**src/rtl/sync_event_sched.sv**
```systemverilog
// sync_event_sched
// Turns single-cycle clock-sync detect pulses from several ports into an
// ordered stream of {port, timestamp} events. Simultaneous detects are
// arbitrated round-robin. A programmable hold-off blocks further grants after
// each accepted event. Accepted events wait in a small first-word-fall-through
// FIFO that the consumer drains with a valid/ready handshake.
//
// Ports
//   aclk, areset       clock (rising edge) and asynchronous active-high reset
//   det_i              detect pulses, one bit per port
//   port_mask_i        1 = port eligible for arbitration
//   enable_i           global accept enable
//   holdoff_cycles_i   blocked cycles after a grant (sampled at grant)
//   evt_valid_o        FIFO non-empty
//   evt_ready_i        consumer takes the head event
//   evt_port_o         port index of the head event
//   evt_ts_o           timestamp of the head event
//   ts_o               free-running timestamp counter
//   drop_cnt_o         saturating count of cycles that lost a request
//   busy_o             high while the hold-off window is running
module sync_event_sched #(
    parameter int NUM_PORTS  = 2,
    parameter int TS_WIDTH   = 48,
    parameter int HOLDOFF_W  = 16,
    parameter int FIFO_DEPTH = 4,
    localparam int PORT_W    = (NUM_PORTS > 1) ? $clog2(NUM_PORTS) : 1
) (
    input  logic                 aclk,
    input  logic                 areset,
    input  logic [NUM_PORTS-1:0] det_i,
    input  logic [NUM_PORTS-1:0] port_mask_i,
    input  logic                 enable_i,
    input  logic [HOLDOFF_W-1:0] holdoff_cycles_i,
    output logic                 evt_valid_o,
    input  logic                 evt_ready_i,
    output logic [PORT_W-1:0]    evt_port_o,
    output logic [TS_WIDTH-1:0]  evt_ts_o,
    output logic [TS_WIDTH-1:0]  ts_o,
    output logic [15:0]          drop_cnt_o,
    output logic                 busy_o
);

    localparam int AW = $clog2(FIFO_DEPTH);
    localparam logic [PORT_W:0] NP   = (PORT_W + 1)'(NUM_PORTS);
    localparam logic [AW:0]     FULL = (AW + 1)'(FIFO_DEPTH);

    typedef enum logic {IDLE, HOLDOFF} state_t;

    state_t                 state_q, state_d;
    logic [HOLDOFF_W-1:0]   hcnt_q, hcnt_d;
    logic [PORT_W-1:0]      rr_ptr_q, rr_ptr_d;
    logic [TS_WIDTH-1:0]    ts_q;
    logic [15:0]            drop_cnt_q;

    logic [PORT_W-1:0]      mem_port_q [FIFO_DEPTH];
    logic [TS_WIDTH-1:0]    mem_ts_q   [FIFO_DEPTH];
    logic [AW-1:0]          wr_ptr_q, rd_ptr_q;
    logic [AW:0]            count_q;

    logic [NUM_PORTS-1:0]   req;
    logic [NUM_PORTS-1:0]   gnt_vec;
    logic [PORT_W-1:0]      winner;
    logic                   req_any, full, empty, grant, pop, drop;

    assign req     = enable_i ? (det_i & port_mask_i) : '0;
    assign req_any = |req;
    assign full    = (count_q == FULL);
    assign empty   = (count_q == '0);
    assign pop     = !empty && evt_ready_i;
    assign grant   = (state_q == IDLE) && req_any && !full;

    // Scan offsets from far to near so the nearest set bit at or above the
    // pointer is the last assignment and wins.
    always_comb begin
        logic [PORT_W:0] s;
        winner = '0;
        s      = '0;
        for (int i = NUM_PORTS - 1; i >= 0; i--) begin
            s = {1'b0, rr_ptr_q} + (PORT_W + 1)'(i);
            if (s >= NP) s = s - NP;
            if (req[s[PORT_W-1:0]]) winner = s[PORT_W-1:0];
        end
    end

    genvar gi;
    generate
        for (gi = 0; gi < NUM_PORTS; gi++) begin : g_gnt
            assign gnt_vec[gi] = grant && (winner == PORT_W'(gi));
        end
    endgenerate

    // A drop cycle is any cycle where some requesting bit was not granted;
    // counted once per cycle no matter how many bits were lost.
    assign drop = req_any && ((req & ~gnt_vec) != '0);

    always_comb begin
        logic [PORT_W:0] wn;
        wn       = {1'b0, winner} + 1'b1;
        rr_ptr_d = rr_ptr_q;
        if (grant) rr_ptr_d = (wn == NP) ? '0 : wn[PORT_W-1:0];
    end

    always_comb begin
        state_d = state_q;
        hcnt_d  = hcnt_q;
        case (state_q)
            IDLE: begin
                if (grant && (holdoff_cycles_i != '0)) begin
                    hcnt_d  = holdoff_cycles_i;
                    state_d = HOLDOFF;
                end
            end
            HOLDOFF: begin
                hcnt_d = hcnt_q - 1'b1;
                if (hcnt_q == HOLDOFF_W'(1)) state_d = IDLE;
            end
            default: state_d = IDLE;
        endcase
    end

    always_ff @(posedge aclk or posedge areset) begin
        if (areset) begin
            state_q    <= IDLE;
            hcnt_q     <= '0;
            rr_ptr_q   <= '0;
            ts_q       <= '0;
            drop_cnt_q <= '0;
        end else begin
            state_q  <= state_d;
            hcnt_q   <= hcnt_d;
            rr_ptr_q <= rr_ptr_d;
            ts_q     <= ts_q + 1'b1;
            if (drop && (drop_cnt_q != 16'hFFFF)) drop_cnt_q <= drop_cnt_q + 1'b1;
        end
    end

    // FIFO storage is cleared on reset so the head payload reads 0 until the
    // first event is written.
    always_ff @(posedge aclk or posedge areset) begin
        if (areset) begin
            for (int i = 0; i < FIFO_DEPTH; i++) begin
                mem_port_q[i] <= '0;
                mem_ts_q[i]   <= '0;
            end
            wr_ptr_q <= '0;
            rd_ptr_q <= '0;
            count_q  <= '0;
        end else begin
            if (grant) begin
                mem_port_q[wr_ptr_q] <= winner;
                mem_ts_q[wr_ptr_q]   <= ts_q;
                wr_ptr_q             <= wr_ptr_q + 1'b1;
            end
            if (pop) rd_ptr_q <= rd_ptr_q + 1'b1;
            if (grant && !pop)      count_q <= count_q + 1'b1;
            else if (!grant && pop) count_q <= count_q - 1'b1;
        end
    end

    assign evt_valid_o = !empty;
    assign evt_port_o  = mem_port_q[rd_ptr_q];
    assign evt_ts_o    = mem_ts_q[rd_ptr_q];
    assign ts_o        = ts_q;
    assign drop_cnt_o  = drop_cnt_q;
    assign busy_o      = (state_q == HOLDOFF);

endmodule

```
**config.mk**
```make
export PLATFORM = sky130hd
export DESIGN_NAME = sync_event_sched
export DESIGN_NICKNAME = d
export VERILOG_FILES = /design/src/rtl/sync_event_sched.sv
export SDC_FILE = /design/constraint.sdc
export NUM_CORES = 1
export LEC_CHECK = 0
export ABC_AREA = 1
export CAP_MARGIN = 20
export CORE_AREA = 2 2 156 158
export CTS_CLUSTER_SIZE = 28
export DETAILED_ROUTE_END_ITERATION = 12
export DIE_AREA = 0 0 158 160
export DONT_BUFFER_PORTS = 1
export PLACE_DENSITY = 0.76
export REMOVE_ABC_BUFFERS = 1
export SLEW_MARGIN = 10
export SYNTH_ARGS = -nofsm -noshare
export SYNTH_HDL_FRONTEND = slang
export SYNTH_SLANG_ARGS = --single-unit
```
**constraint.sdc**
```tcl
create_clock -name aclk -period 9.22 [get_ports aclk]
set_input_delay 1.844 -clock aclk [delete_from_list [all_inputs] [get_ports aclk]]
set_output_delay 1.844 -clock aclk [all_outputs]
set_load 0.05 [all_outputs]
```
==> results.txt <==
Largest family of logic cells by synthesized area -> simple AND/OR/NAND/NOR gates
NumNets Final -> 1678
Unrepaired setup endpoints after global routing -> false
Detailed Place HPWL -> 21500 µm
DR vias/cell -> 5.64
Htree depth -> 1
Launch point of the worst path -> rd_ptr_q[0]
Final Max Tran Viols -> 0
Depth of the worst register-to-register path -> 6
FF+latch count, synth -> 285
Worst reg2reg path endpoint -> mem_ts_q[32]
Synth Area per Inst -> 8.08 µm²
Worst setup path class -> flip-flop to output pin
First-iteration detailed-routing DRC count -> 1089
Status -> finished, final reports clean
Hold path cells -> 2
Max_cap viols -> 0
N_diodes -> 0
Critical path endpoint -> evt_ts_o[20]
Peak VDD IR -> 0.165 mV
CTS sink cnt -> 285
Setup-failing EPs final -> 0
Routed Antenna Nets -> 0
Commonest cells in the synthesized netlist -> nand2_1, dfrtp_1, nor2_1
Vias -> 11200
Remaining DRCs -> 0
Final WL -> 34200 µm
Compound-gate portion of the synthesized area -> 0.136
Fill count -> 2121
Clock Skews -> 9.30 ps
Final worst-path cycle share -> 0.518
Register-to-register setup slack -> 5930 ps
Area grow syn2layout -> 8.39%
Row cnt -> 57
Mean routed wirelength per cell -> 17.2 µm
Fin worst setup slack -> 4440 ps
Sequential area share after synthesis -> 0.525
Top cells by area, synth -> dfrtp_1, nand2_1, o21ai_0
Most frequent cell after synthesis -> nand2_1
Top FF cell, synth -> dfrtp_1
Synth Area in XOR/XNOR -> 0.0290
GP Congestion -> 0.921
GRT Residual Overflow -> 0
DP Worst Slack -> 5030 ps
Die H -> 160 µm
Slew @ Worst Pin -> 1230 ps
Max frequency -> 209 MHz
Synth Area in Simple Gates -> 0.239
Die footprint -> 25300 µm²
Top-area cell type share of the netlist area -> 0.525
Top Ports -> 139
Final hold viol count -> 0
Crit path max fanout -> 96
Initial antenna violation count -> 0
Initial Util -> 0.570
WP data required -> 7380 ps
Hold-fix buffers at CTS -> 0
Synth Area in Adders -> 0.00977
Core Area -> 23800 µm²
Multiplexer area fraction after synthesis -> 0.000829
Synth cell types -> 30
Pre-antenna DRT Iters -> 5
GR Util All Layers -> 0.276
Leading area contributor after synthesis -> dfrtp_1
Max-Slew Margin vs Limit -> 0.194
Power Density -> 260 nW/µm²
Max Root-Sink Buffers -> 3
CTS root buffer -> clkbuf_16
Number of enable flip-flop cells after synthesis -> 0
Final setup TNS -> 0 ps
Worst min path class -> flip-flop to flip-flop
Resized cells post-CTS -> 0
CTS clk-pin slew, worst paths -> 60 ps
Die width -> 158 µm
RR Startpoint -> busy_o
Total CTS buffers -> 30
Synth Cell Area -> 13600 µm²
Setup crit end kind -> output pin
TritonCTS clock tree -> built
Async set or reset register ratio after synthesis -> 1.00
Syn Inst Count -> 1681
Tot Pwr -> 3820 µW
CP Launch Type -> flip-flop
Warnings from Yosys -> 0
Share of cells above drive strength 1 -> 0.0456
Worst-Skew Late Latency -> 550 ps
Largest net degree at the start of global routing -> 168
PortBufs -> 0
Final min period -> 4780 ps
Vias in the first global route -> 10900
First-pass GRT wire length -> 56000 µm
P_leak -> 0.00640 µW
Post-CTS Setup Inserts -> 0
Worst EP arrival -> 2930 ps
## through the flow
stage / instances / hold slack [ps] / area, µm² / util
2_1_floorplan: 1602 / 448 / 13100 / -
3_3_place_gp: 1936 / 462 / 13600 / 0.573
3_5_place_dp: 1936 / 467 / 13600 / 0.573
4_1_cts: 1991 / 482 / 14700 / 0.618
5_1_grt: 1991 / 500 / 14700 / 0.618
6_report: 1991 / 479 / 14700 / 0.618
## kinds of logic (layout without fill, tap and decap cells)
family,after synthesis,count (layout)
adders and majority gates,10,10
DFF,285,285
xor gates and xnor gates,45,45
and+or+nand+nor,805,805
muxes,1,1
AOI/OAI and AO/OA,358,358
buffers and inverters,177,163
## registers in the layout (all words and copies together) (netlist names), 2 cells and up
register and cells:
drop_cnt_o 16, count_q 3, wr_ptr_q 2, hcnt_q 16, rd_ptr_q 2, ts_o 48
mem_ts_q 192, mem_port_q 4
## critical path, cell delays in order, from the launching register on
cell     delay, ps
dfrtp_2        400
inv_2           80
buf_4          770
o21ai_0        190
o22ai_1        910
## worst min path at each step
stage             startpoint             to
2_1_floorplan  mem_port_q[1]  mem_port_q[1]
3_3_place_gp   mem_ts_q[125]  mem_ts_q[125]
3_5_place_dp   mem_ts_q[130]  mem_ts_q[130]
4_1_cts        mem_ts_q[130]  mem_ts_q[130]
5_1_grt         mem_ts_q[93]   mem_ts_q[93]
6_report       mem_ts_q[137]  mem_ts_q[137]
## layout by cell type (no fill, tap or decap), types with 4 or more instances in the layout
master | netlist | final
o22ai_1 | 49 | 49
inv_1 | 95 | 94
bufinv_16 | 0 | 5
nand2_1 | 461 | 461
xor2_1 | 35 | 35
nor3_1 | 4 | 4
nand3_1 | 72 | 72
nand2_4 | 4 | 4
o21ai_1 | 80 | 80
clkinv_2 | 1 | 4
nor2_1 | 230 | 230
dfrtp_1 | 285 | 284
o21ai_0 | 227 | 227
clkbuf_8 | 0 | 7
xnor2_1 | 10 | 10
ha_1 | 9 | 9
buf_4 | 2 | 9
clkbuf_16 | 0 | 31
clkbuf_1 | 42 | 9
nand4_1 | 23 | 23
## routing by layer
metal | vias to the layer above | share of wire | GRT usage
li1 | 5413 | - | -
met1 | 5344 | 0.41 | 0.358
met2 | 384 | 0.46 | 0.450
met3 | 79 | 0.091 | 0.0722
met4 | 0 | 0.032 | 0.0942
met5 | - | 0 | 0
## cell type report
cell class	instances	area, µm²	share of cell area
clock buffer	47	906	0.0616
timing repair buffer	10	87.6	0.00595
tap	324	405	0.0275
multi-input combinational	1219	5640	0.383
sequential	285	7130	0.485
inverter	98	377	0.0256
clock inverter	8	165	0.0112
## power by group
| part | internal [µW] | switching [µW] | leakage (µW) |
|---|---|---|---|
| combinational | 214 | 985 | 0.00198 |
| sequential | 1270 | 52.7 | 0.00389 |
| clock | 809 | 488 | 0.000525 |
No activity file was read; power rests on OpenSTA's default activity.
